**config.mk**
```make
export PLATFORM = sky130hd
export DESIGN_NAME = latch_wr_arbiter
export DESIGN_NICKNAME = d
export VERILOG_FILES = /design/src/rtl/latch_wr_arbiter.sv
export SDC_FILE = /design/constraint.sdc
export NUM_CORES = 1
export LEC_CHECK = 0
export BUFFER_PORTS_ARGS = -buffer_cell sky130_fd_sc_hd__buf_2
export CAP_MARGIN = 0
export CORE_ASPECT_RATIO = 0.75
export CORE_MARGIN = 10
export CORE_UTILIZATION = 40
export CTS_CLUSTER_DIAMETER = 80
export DETAILED_ROUTE_END_ITERATION = 8
export PLACE_DENSITY = 0.66
export SETUP_SLACK_MARGIN = 0.2
export SYNTH_ARGS = -nofsm -noshare
export SYNTH_HDL_FRONTEND = slang
export SYNTH_SLANG_ARGS = --single-unit
```
**constraint.sdc**
```tcl
create_clock -name clk -period 2.08 [get_ports clk]
set_clock_uncertainty 0.2 [all_clocks]
set_input_delay 0.208 -clock clk [delete_from_list [all_inputs] [get_ports clk]]
set_output_delay 0.208 -clock clk [all_outputs]
set_load 0.005 [all_outputs]
```
**src/rtl/latch_wr_arbiter.sv**
```systemverilog
`default_nettype none
// ============================================================================
// Module  : latch_wr_arbiter
// Brief   : Arbitrates NUM_REQ writers onto one shared D-latch word with a
//           setup cycle before and a hold cycle after the flop-driven gate.
//           Define LATCH_ARB_FIXED_PRI_EN for fixed (lowest-index) priority.
// Revision: 1.0 - initial release
// ============================================================================
module latch_wr_arbiter #(
    parameter int NUM_REQ  = 4,
    parameter int DATA_W   = 8,
    parameter int OPEN_CYC = 2
) (
    input  logic                      clk,
    input  logic                      rst,
    input  logic [NUM_REQ-1:0]        req,
    input  logic [NUM_REQ*DATA_W-1:0] wr_data,
    output logic [NUM_REQ-1:0]        gnt,
    output logic [NUM_REQ-1:0]        done,
    output logic                      latch_en,
    output logic [DATA_W-1:0]         latch_d,
    output logic                      busy
);

    localparam int C_PTR_W = (NUM_REQ > 1) ? $clog2(NUM_REQ) : 1;
    localparam int C_CNT_W = $clog2(OPEN_CYC + 1);

    typedef enum logic [1:0] {
        S_IDLE  = 2'd0,
        S_SETUP = 2'd1,
        S_OPEN  = 2'd2,
        S_HOLD  = 2'd3
    } state_t;

    state_t               state_q,    state_d;
    logic [NUM_REQ-1:0]   gnt_q,      gnt_d;
    logic [NUM_REQ-1:0]   done_q,     done_d;
    logic                 latch_en_q, latch_en_d;
    logic [DATA_W-1:0]    latch_d_q,  latch_d_d;
    logic                 busy_q,     busy_d;
    logic [C_PTR_W-1:0]   ptr_q,      ptr_d;
    logic [C_PTR_W-1:0]   win_q,      win_d;
    logic [C_CNT_W-1:0]   cnt_q,      cnt_d;

    logic [C_PTR_W-1:0]   pick;
    logic [DATA_W-1:0]    pick_data;
    int                   arb_start;

    // Two descending passes: the lowest asserted index is the wrap-around
    // fallback, overridden by the lowest asserted index at or above the start.
    always_comb begin
`ifdef LATCH_ARB_FIXED_PRI_EN
        arb_start = 0;
`else
        arb_start = int'(ptr_q);
`endif
        pick      = '0;
        pick_data = '0;
        for (int i = NUM_REQ - 1; i >= 0; i--) begin
            if (req[i]) begin
                pick      = C_PTR_W'(i);
                pick_data = wr_data[i*DATA_W +: DATA_W];
            end
        end
        for (int i = NUM_REQ - 1; i >= 0; i--) begin
            if (req[i] && (i >= arb_start)) begin
                pick      = C_PTR_W'(i);
                pick_data = wr_data[i*DATA_W +: DATA_W];
            end
        end
    end

    always_comb begin
        state_d    = state_q;
        gnt_d      = gnt_q;
        done_d     = '0;
        latch_en_d = latch_en_q;
        latch_d_d  = latch_d_q;
        busy_d     = busy_q;
        ptr_d      = ptr_q;
        win_d      = win_q;
        cnt_d      = cnt_q;
        case (state_q)
            S_IDLE: begin
                if (|req) begin
                    state_d   = S_SETUP;
                    gnt_d     = NUM_REQ'(1) << pick;
                    busy_d    = 1'b1;
                    latch_d_d = pick_data;
                    win_d     = pick;
                end
            end
            S_SETUP: begin
                state_d    = S_OPEN;
                latch_en_d = 1'b1;
                cnt_d      = C_CNT_W'(OPEN_CYC);
            end
            S_OPEN: begin
                if (cnt_q == C_CNT_W'(1)) begin
                    state_d    = S_HOLD;
                    latch_en_d = 1'b0;
                    done_d     = gnt_q;
                    cnt_d      = '0;
                end else begin
                    cnt_d = cnt_q - C_CNT_W'(1);
                end
            end
            S_HOLD: begin
                state_d = S_IDLE;
                gnt_d   = '0;
                busy_d  = 1'b0;
`ifndef LATCH_ARB_FIXED_PRI_EN
                if (win_q == C_PTR_W'(NUM_REQ - 1)) begin
                    ptr_d = '0;
                end else begin
                    ptr_d = win_q + C_PTR_W'(1);
                end
`endif
            end
            default: begin
                state_d = S_IDLE;
            end
        endcase
    end

    always_ff @(posedge clk or negedge rst) begin
        if (!rst) begin
            state_q    <= S_IDLE;
            gnt_q      <= '0;
            done_q     <= '0;
            latch_en_q <= 1'b0;
            latch_d_q  <= '0;
            busy_q     <= 1'b0;
            ptr_q      <= '0;
            win_q      <= '0;
            cnt_q      <= '0;
        end else begin
            state_q    <= state_d;
            gnt_q      <= gnt_d;
            done_q     <= done_d;
            latch_en_q <= latch_en_d;
            latch_d_q  <= latch_d_d;
            busy_q     <= busy_d;
            ptr_q      <= ptr_d;
            win_q      <= win_d;
            cnt_q      <= cnt_d;
        end
    end

    assign gnt      = gnt_q;
    assign done     = done_q;
    assign latch_en = latch_en_q;
    assign latch_d  = latch_d_q;
    assign busy     = busy_q;

endmodule
`default_nettype wire
```
==> out/results.txt, run 1 <==
Worst Hold Margin: 0.02412 ns
Vias: 1,528
Synth-to-layout area growth: 27.15%
Max Cap Viol: 0
FF+latch count, synth: 26
Sequential share of the synthesized area: 41.04%
Cts bufs inserted: 3
Worst VDD drop: 0.0009524 V
Synth async-reset ratio: 100.0%
Fin nets: 271
Worst skew pair latency: 0.27 ns
Final wirelength: 4629 um
RSZ-0062 raised after global routing: no
Pins Over Slew Limit: 0
PwrDens: 1247 nW/um2
IO Pins: 56
Post-Syn Instances: 169
Die ar.: 6907 um2
Leakage: 0.9362 nW
Largest net degree at the start of global routing: 27
CP required: 2.05 ns
Nature of the critical path startpoint: flop
Worst Tran Pin Value: 0.5897 ns
GRT Resource Usage Total: 13.18%
Most frequent cells in the layout: buf_2, dfrtp_1, nand2_1
Outcome: finished clean
CP max stage cell: dfrtp_2
Drt pass-1 iters: 4
Via/cell ratio: 5.496
Std-Cell Rows: 19
Final period util: 84.61%
Initial Util: 42.47%
Placer Congestion: 0.8048
DP HPWL: 3547 um
ANT cells: 0
Final Setup Violations: 0
CP peak stage delay: 0.50 ns
Chip Width: 92.69 um
Hold Crit Class: primary input to flop
1st-iter DRT viols: 118
FMAX: 0.5682 GHz
CP max FO: 11
Root Driver: clkbuf_8
PortBufs: 55
Share of cells above drive strength 1: 34.51%
Main synth FF type: dfrtp_1
CP Cell Sequence: nor2b_1 > a221o_1 > o41ai_1
Synth Warn #: 0
Die H: 74.52 um
Antenna viol nets, final: 0
Setup TNS Final: 0 ns
Post-synth EDFFs: 0
Clock transition at path regs: 0.09 ns
Dpl cells: 273
Synth Area per Inst: 9.380 um2
H-tree Lvls: 1
Residual DRC: 0
Fin. Hold Viols: 0
Gr ovfl total: 0
Vias in the first global route: 1,477
Post-route insts no fill: 278
Kind of critical path: flop to flop
Clock period minus worst slack: 1.760 ns
Critical Path Sink Type: flop
Commonest non-fill, non-tap cell in the layout: buf_2
Clock buffer depth: 2
Post-Route Utilization: 54.01%
First-pass GRT wire length: 7534 um
CTS tree: yes
Cell variety after synth: 40
Syn Std Cell Area: 1585 um2
Clock sink count: 26
Max-slew headroom: 60.51%
CP arrival: 1.73 ns
Final Power: 2.513 mW
Total core area: 3732 um2
Mapped Nets: 213
WL/cell: 16.65 um
Initial antenna violation count: 0
==> power by group <==
| group | switching, mW | internal, mW | total [mW] |
|---|---|---|---|
| clock network | 0.158 | 0.169 | 0.327 |
| logic | 0.710 | 0.602 | 1.31 |
| registers | 0.159 | 0.714 | 0.873 |
| total | 1.03 | 1.49 | 2.51 |
==> worst max-delay path: cells and delay by family, from the launching register on <==
kind	cells	cell delay (ns)
compound gates	2	0.78
flops	1	0.50
simple gates	1	0.18
==> repair_timing <==
| action | 4_1_cts | 5_1_grt |
|---|---|---|
| hold buffers | 1 | 0 |
| endpoints found under the hold margin | 26 | 0 |
| endpoints found under the setup margin | 0 | 10 |
| setup buffers | 0 | 0 |
| gates resized for setup | 0 | 6 |
==> metal layers <==
layer | wire [um] | global-route usage [%] | part of all wire, % | vias up
li1 | - | - | - | 759
met1 | 2066 | 18.08 | 45 | 721
met2 | 2135 | 20.16 | 46 | 46
met3 | 417 | 4.824 | 9.0 | 2
met4 | 10 | 1.024 | 0.22 | 0
met5 | 0 | 0 | 0 | -
==> path summary, 6_finish.rpt <==
check / start / slack, ns / cells past startpoint / to
setup / recovery: ptr_q[1]$_DFFE_PN0P_ / 0.32 / 3 / gnt[3]$_DFFE_PN0P_
hold / removal: wr_data[19] / 0.02 / 3 / latch_d[3]$_DFFE_PN0P_
setup reg to reg: ptr_q[1]$_DFFE_PN0P_ / 0.32 / 3 / gnt[3]$_DFFE_PN0P_
hold reg to reg: latch_d[2]$_DFFE_PN0P_ / 0.30 / 2 / latch_d[2]$_DFFE_PN0P_
max in group asynchronous: rst / 0.99 / 2 / ptr_q[1]$_DFFE_PN0P_
min in group asynchronous: rst / 0.26 / 2 / latch_d[2]$_DFFE_PN0P_
==> cells by family (layout without fill, tap and decap cells) <==
| logic type | count (synthesis) | in the layout | synth area share (%) |
|---|---|---|---|
| muxes | 4 | 4 | 2.762 |
| buffers and inverters | 16 | 73 | 4.183 |
| AOI/OAI and AO/OA | 62 | 62 | 29.60 |
| adders and majority gates | 6 | 6 | 4.735 |
| DFF | 26 | 26 | 41.04 |
| and+or+nand+nor | 55 | 55 | 17.68 |
==> synth_stat cells (3+ instances only) <==
library cell | instances | share of area, %
a211oi_1 | 8 | 3.8
a311oi_1 | 7 | 3.9
and3_1 | 5 | 2.0
buf_2 | 5 | 1.6
clkbuf_1 | 5 | 1.2
dfrtp_1 | 26 | 41
ha_1 | 6 | 4.7
inv_1 | 6 | 1.4
nand2_1 | 21 | 5.0
nand3b_1 | 7 | 3.3
nor2_1 | 11 | 2.6
nor2b_1 | 3 | 1.2
o2111ai_1 | 7 | 3.9
o211ai_1 | 7 | 3.3
o21ai_0 | 12 | 3.8
o21ai_1 | 4 | 1.3
==> flip-flops by register name (all words and copies together), names as in the netlist <==
signal,count
busy,1
cnt_q,2
done,4
gnt,4
latch_d,8
latch_en,1
ptr_q,2
state_q,2
win_q,2
==> area by class of cell <==
type / count / area, um2
Fill cell: 359 / 1717
Multi-Input combinational cell: 127 / 883.3
Sequential cell: 26 / 651.9
Timing Repair Buffer: 63 / 337.8
Tap cell: 52 / 65.06
Clock buffer: 4 / 55.05
Inverter: 6 / 22.52
==> stage by stage <==
stage	area, um2	setup WS (ns)
finish	2016	0.3202
global route	2016	0.1990
CTS	1999	0.2380
detailed placement	1934	0.2682
global placement	1934	0.2743
floorplan	1585	0.3169
(Power assumes the default switching activity.)
==> run 2: changes to the inputs <==
--- a/config.mk
+++ b/config.mk
@@ -5,6 +5,7 @@
 export SDC_FILE = /design/constraint.sdc
 export NUM_CORES = 1
 export LEC_CHECK = 0
+export ABC_AREA = 1
 export BUFFER_PORTS_ARGS = -buffer_cell sky130_fd_sc_hd__buf_2
 export CAP_MARGIN = 0
 export CORE_ASPECT_RATIO = 0.75
==> constraint.sdc (replaced) <==
create_clock -name clk -period 1.65 [get_ports clk]
set_clock_uncertainty 0.2 [all_clocks]
set_input_delay 0.165 -clock clk [delete_from_list [all_inputs] [get_ports clk]]
set_output_delay 0.165 -clock clk [all_outputs]
set_load 0.005 [all_outputs]
==> run 2 against run 1 <==
First-iteration DRC count fell by 53%; core utilization rose by 1.1 points; critical path depth rose by 6; cell area rose by 9.4%; power rose by 39%; hold slack got worse by 0.016 ns; register-to-register slack got worse by 0.11 ns; setup slack got worse by 0.11 ns; largest cell class unchanged; largest power group unchanged; highest routed layer unchanged.
==> out/results.txt, run 2 <==
Outcome: finished clean
Max Cap Viol: 0
WL/cell: 12.89 um
Dominant cells by area after synthesis: dfrtp_1, nand2_1, o211ai_2, nor2_1, ha_1
PortBufs: 55
Most Crowded Layer GR: met2
Synth top area share: 39.85%
Main synth FF type: dfrtp_1
First-pass GRT wire length: 6920 um
Fin. Hold Viols: 0
Synth Warn #: 0
Worst skew pair latency: 0.26 ns
1st-iter DRT viols: 56
Largest net degree at the start of global routing: 27
H-tree Lvls: 1
CP most frequent cell: nand2_1
Residual DRC: 0
Via/cell ratio: 4.717
CP peak stage delay: 0.42 ns
Std-Cell Rows: 20
Initial Util: 40.78%
Clock period minus worst slack: 1.438 ns
Worst VDD drop: 0.001067 V
Nature of the critical path startpoint: flop
Post-Syn Instances: 221
Met3 usage: 4.724%
ANT cells: 0
FMAX: 0.6956 GHz
Sw Pwr: 1.442 mW
CP required: 1.62 ns
Leakage: 1.216 nW
Share of cells above drive strength 1: 36.62%
Clock transition at path regs: 0.09 ns
IO Pins: 56
Kind of critical path: flop to flop
Post-synth EDFFs: 0
CP arrival: 1.40 ns
RSZ-0062 raised after global routing: yes
Synth async-reset ratio: 100.0%
CTS tree: yes
Clock Power Share: 14.8%
GR Layer Usage met1: 14.48%
Chip Width: 93.78 um
GR Layer Usage met2: 20.43%
Max-slew headroom: 61.89%
Final Setup Violations: 0
Commonest non-fill, non-tap cell in the layout: nand2_1
Setup TNS Final: 0 ns
Int Pwr: 2.058 mW
Area leader, netlist: dfrtp_1
Root Driver: clkbuf_8
GRT Resource Usage Total: 11.95%
Largest register FFs: 8
FF+latch count, synth: 26
Most frequent cells in the layout: nand2_1, buf_2, dfrtp_1
Vias: 1,599
Clock buffer depth: 2
Synth top cells by count: nand2_1, dfrtp_1, nor2_1
Final wirelength: 4371 um
Antenna viol nets, final: 0
Count leader, synth: nand2_1
Sequential share of the synthesized area: 39.85%
CP Cell Sequence: nand2_1 > nand2_4 > buf_6 > o211ai_1 > nand2_1 > nand2_1 > nand2_1 > nand2_1 > nand2_1
Die ar.: 7064 um2
PwrDens: 1588 nW/um2
CP max stage cell: dfrtp_1
Fin nets: 329
Die H: 75.33 um
Hold Crit Class: primary input to flop
CP max FO: 8
Synth-to-layout area growth: 35.02%
Clock sink count: 26
Sequential Power Share: 30.7%
Final period util: 87.12%
Syn Std Cell Area: 1633 um2
Vias in the first global route: 1,556
Synth Area per Inst: 7.388 um2
Cell variety after synth: 26
Worst Tran Pin Value: 0.5717 ns
Initial antenna violation count: 0
Total core area: 4004 um2
Critical Path Sink Type: flop
Mapped Nets: 265
Pins Over Slew Limit: 0
Switching Fraction: 41.20%
Placer Congestion: 0.8143
Logic gate share of total power: 54.6%
Gr ovfl total: 0
Drt pass-1 iters: 4
Cts bufs inserted: 3
DP HPWL: 3418 um
Worst Hold Margin: 0.007735 ns
[run 2: metrics by stage]
step           util [%]  instance area [um2]  total power, mW  cells  setup WS [ns]
6_report          55.06                 2205            3.500    339         0.2125
5_1_grt           55.06                 2205            3.839    339         0.1052
4_1_cts           52.38                 2097            3.279    336         0.1915
3_5_place_dp      49.09                 1966            2.649    328         0.1521
3_3_place_gp      49.09                 1966            2.608    328         0.1917
2_1_floorplan         -                 1633            2.119    221         0.3020
[run 2: cells by family (layout without fill, tap and decap cells)]
family | after synthesis | after routing | share of synthesized area [%]
AOI/OAI and AO/OA | 32 | 32 | 14.41
adders and majority gates | 6 | 6 | 4.598
buffers and inverters | 25 | 88 | 8.428
DFF | 26 | 26 | 39.85
and+or+nand+nor | 132 | 132 | 32.72
[run 2: area by class of cell]
class	count	area [um2]
sequential	26	651.9
clock inverter	1	30.03
clock buffer	3	41.29
multi-input combinational	170	937.1
fill	400	1799
tap	55	68.82
timing repair buffer	67	409.1
inverter	17	66.31
[run 2: power groups by stage]
stage                     Combinational, mW  Sequential, mW  Clock, mW
after global placement                 1.54            1.06          0
after global routing                   2.16            1.11      0.574
after floorplan                        1.07            1.05          0
after detailed placement               1.58            1.07          0
after CTS                              1.69            1.06      0.535
final                                  1.91            1.07      0.518
[run 2: per-layer routing]
layer | part of all wire, % | vias to the layer above
li1 | - | 831
met1 | 42 | 724
met2 | 49 | 42
met3 | 8.9 | 2
met4 | 0.27 | 0
met5 | 0 | -
[run 2: critical path, delay by kind of cell (launching register included)]
kind | cells | cell delay, ns
AOI/OAI and AO/OA | 1 | 0.09
buffers and inverters | 1 | 0.15
DFF | 1 | 0.42
and+or+nand+nor | 7 | 0.48
[run 2: timing repair]
item	in CTS	in global routing
cloned	0	0
setup buffers	3	3
resized for setup	4	22
pin swaps	1	4
endpoints found under the hold margin	26	0
endpoints found under the setup margin	16	19
hold buffers	1	0
[run 2: path summary, 6_finish.rpt]
path                                   startpoint                endpoint  slack (ns)  cells after the start
min in group asynchronous                     rst  latch_d[7]$_DFFE_PN0P_        0.22                      2
hold / removal                         wr_data[8]  latch_d[0]$_DFFE_PN0P_       0.008                      5
max in group asynchronous                     rst  state_q[1]$_DFFE_PN0P_        0.62                      2
hold reg to reg            latch_d[6]$_DFFE_PN0P_  latch_d[6]$_DFFE_PN0P_        0.29                      2
setup / recovery             ptr_q[0]$_DFFE_PN0P_  latch_d[4]$_DFFE_PN0P_        0.21                      9
setup reg to reg             ptr_q[0]$_DFFE_PN0P_  latch_d[4]$_DFFE_PN0P_        0.21                      9
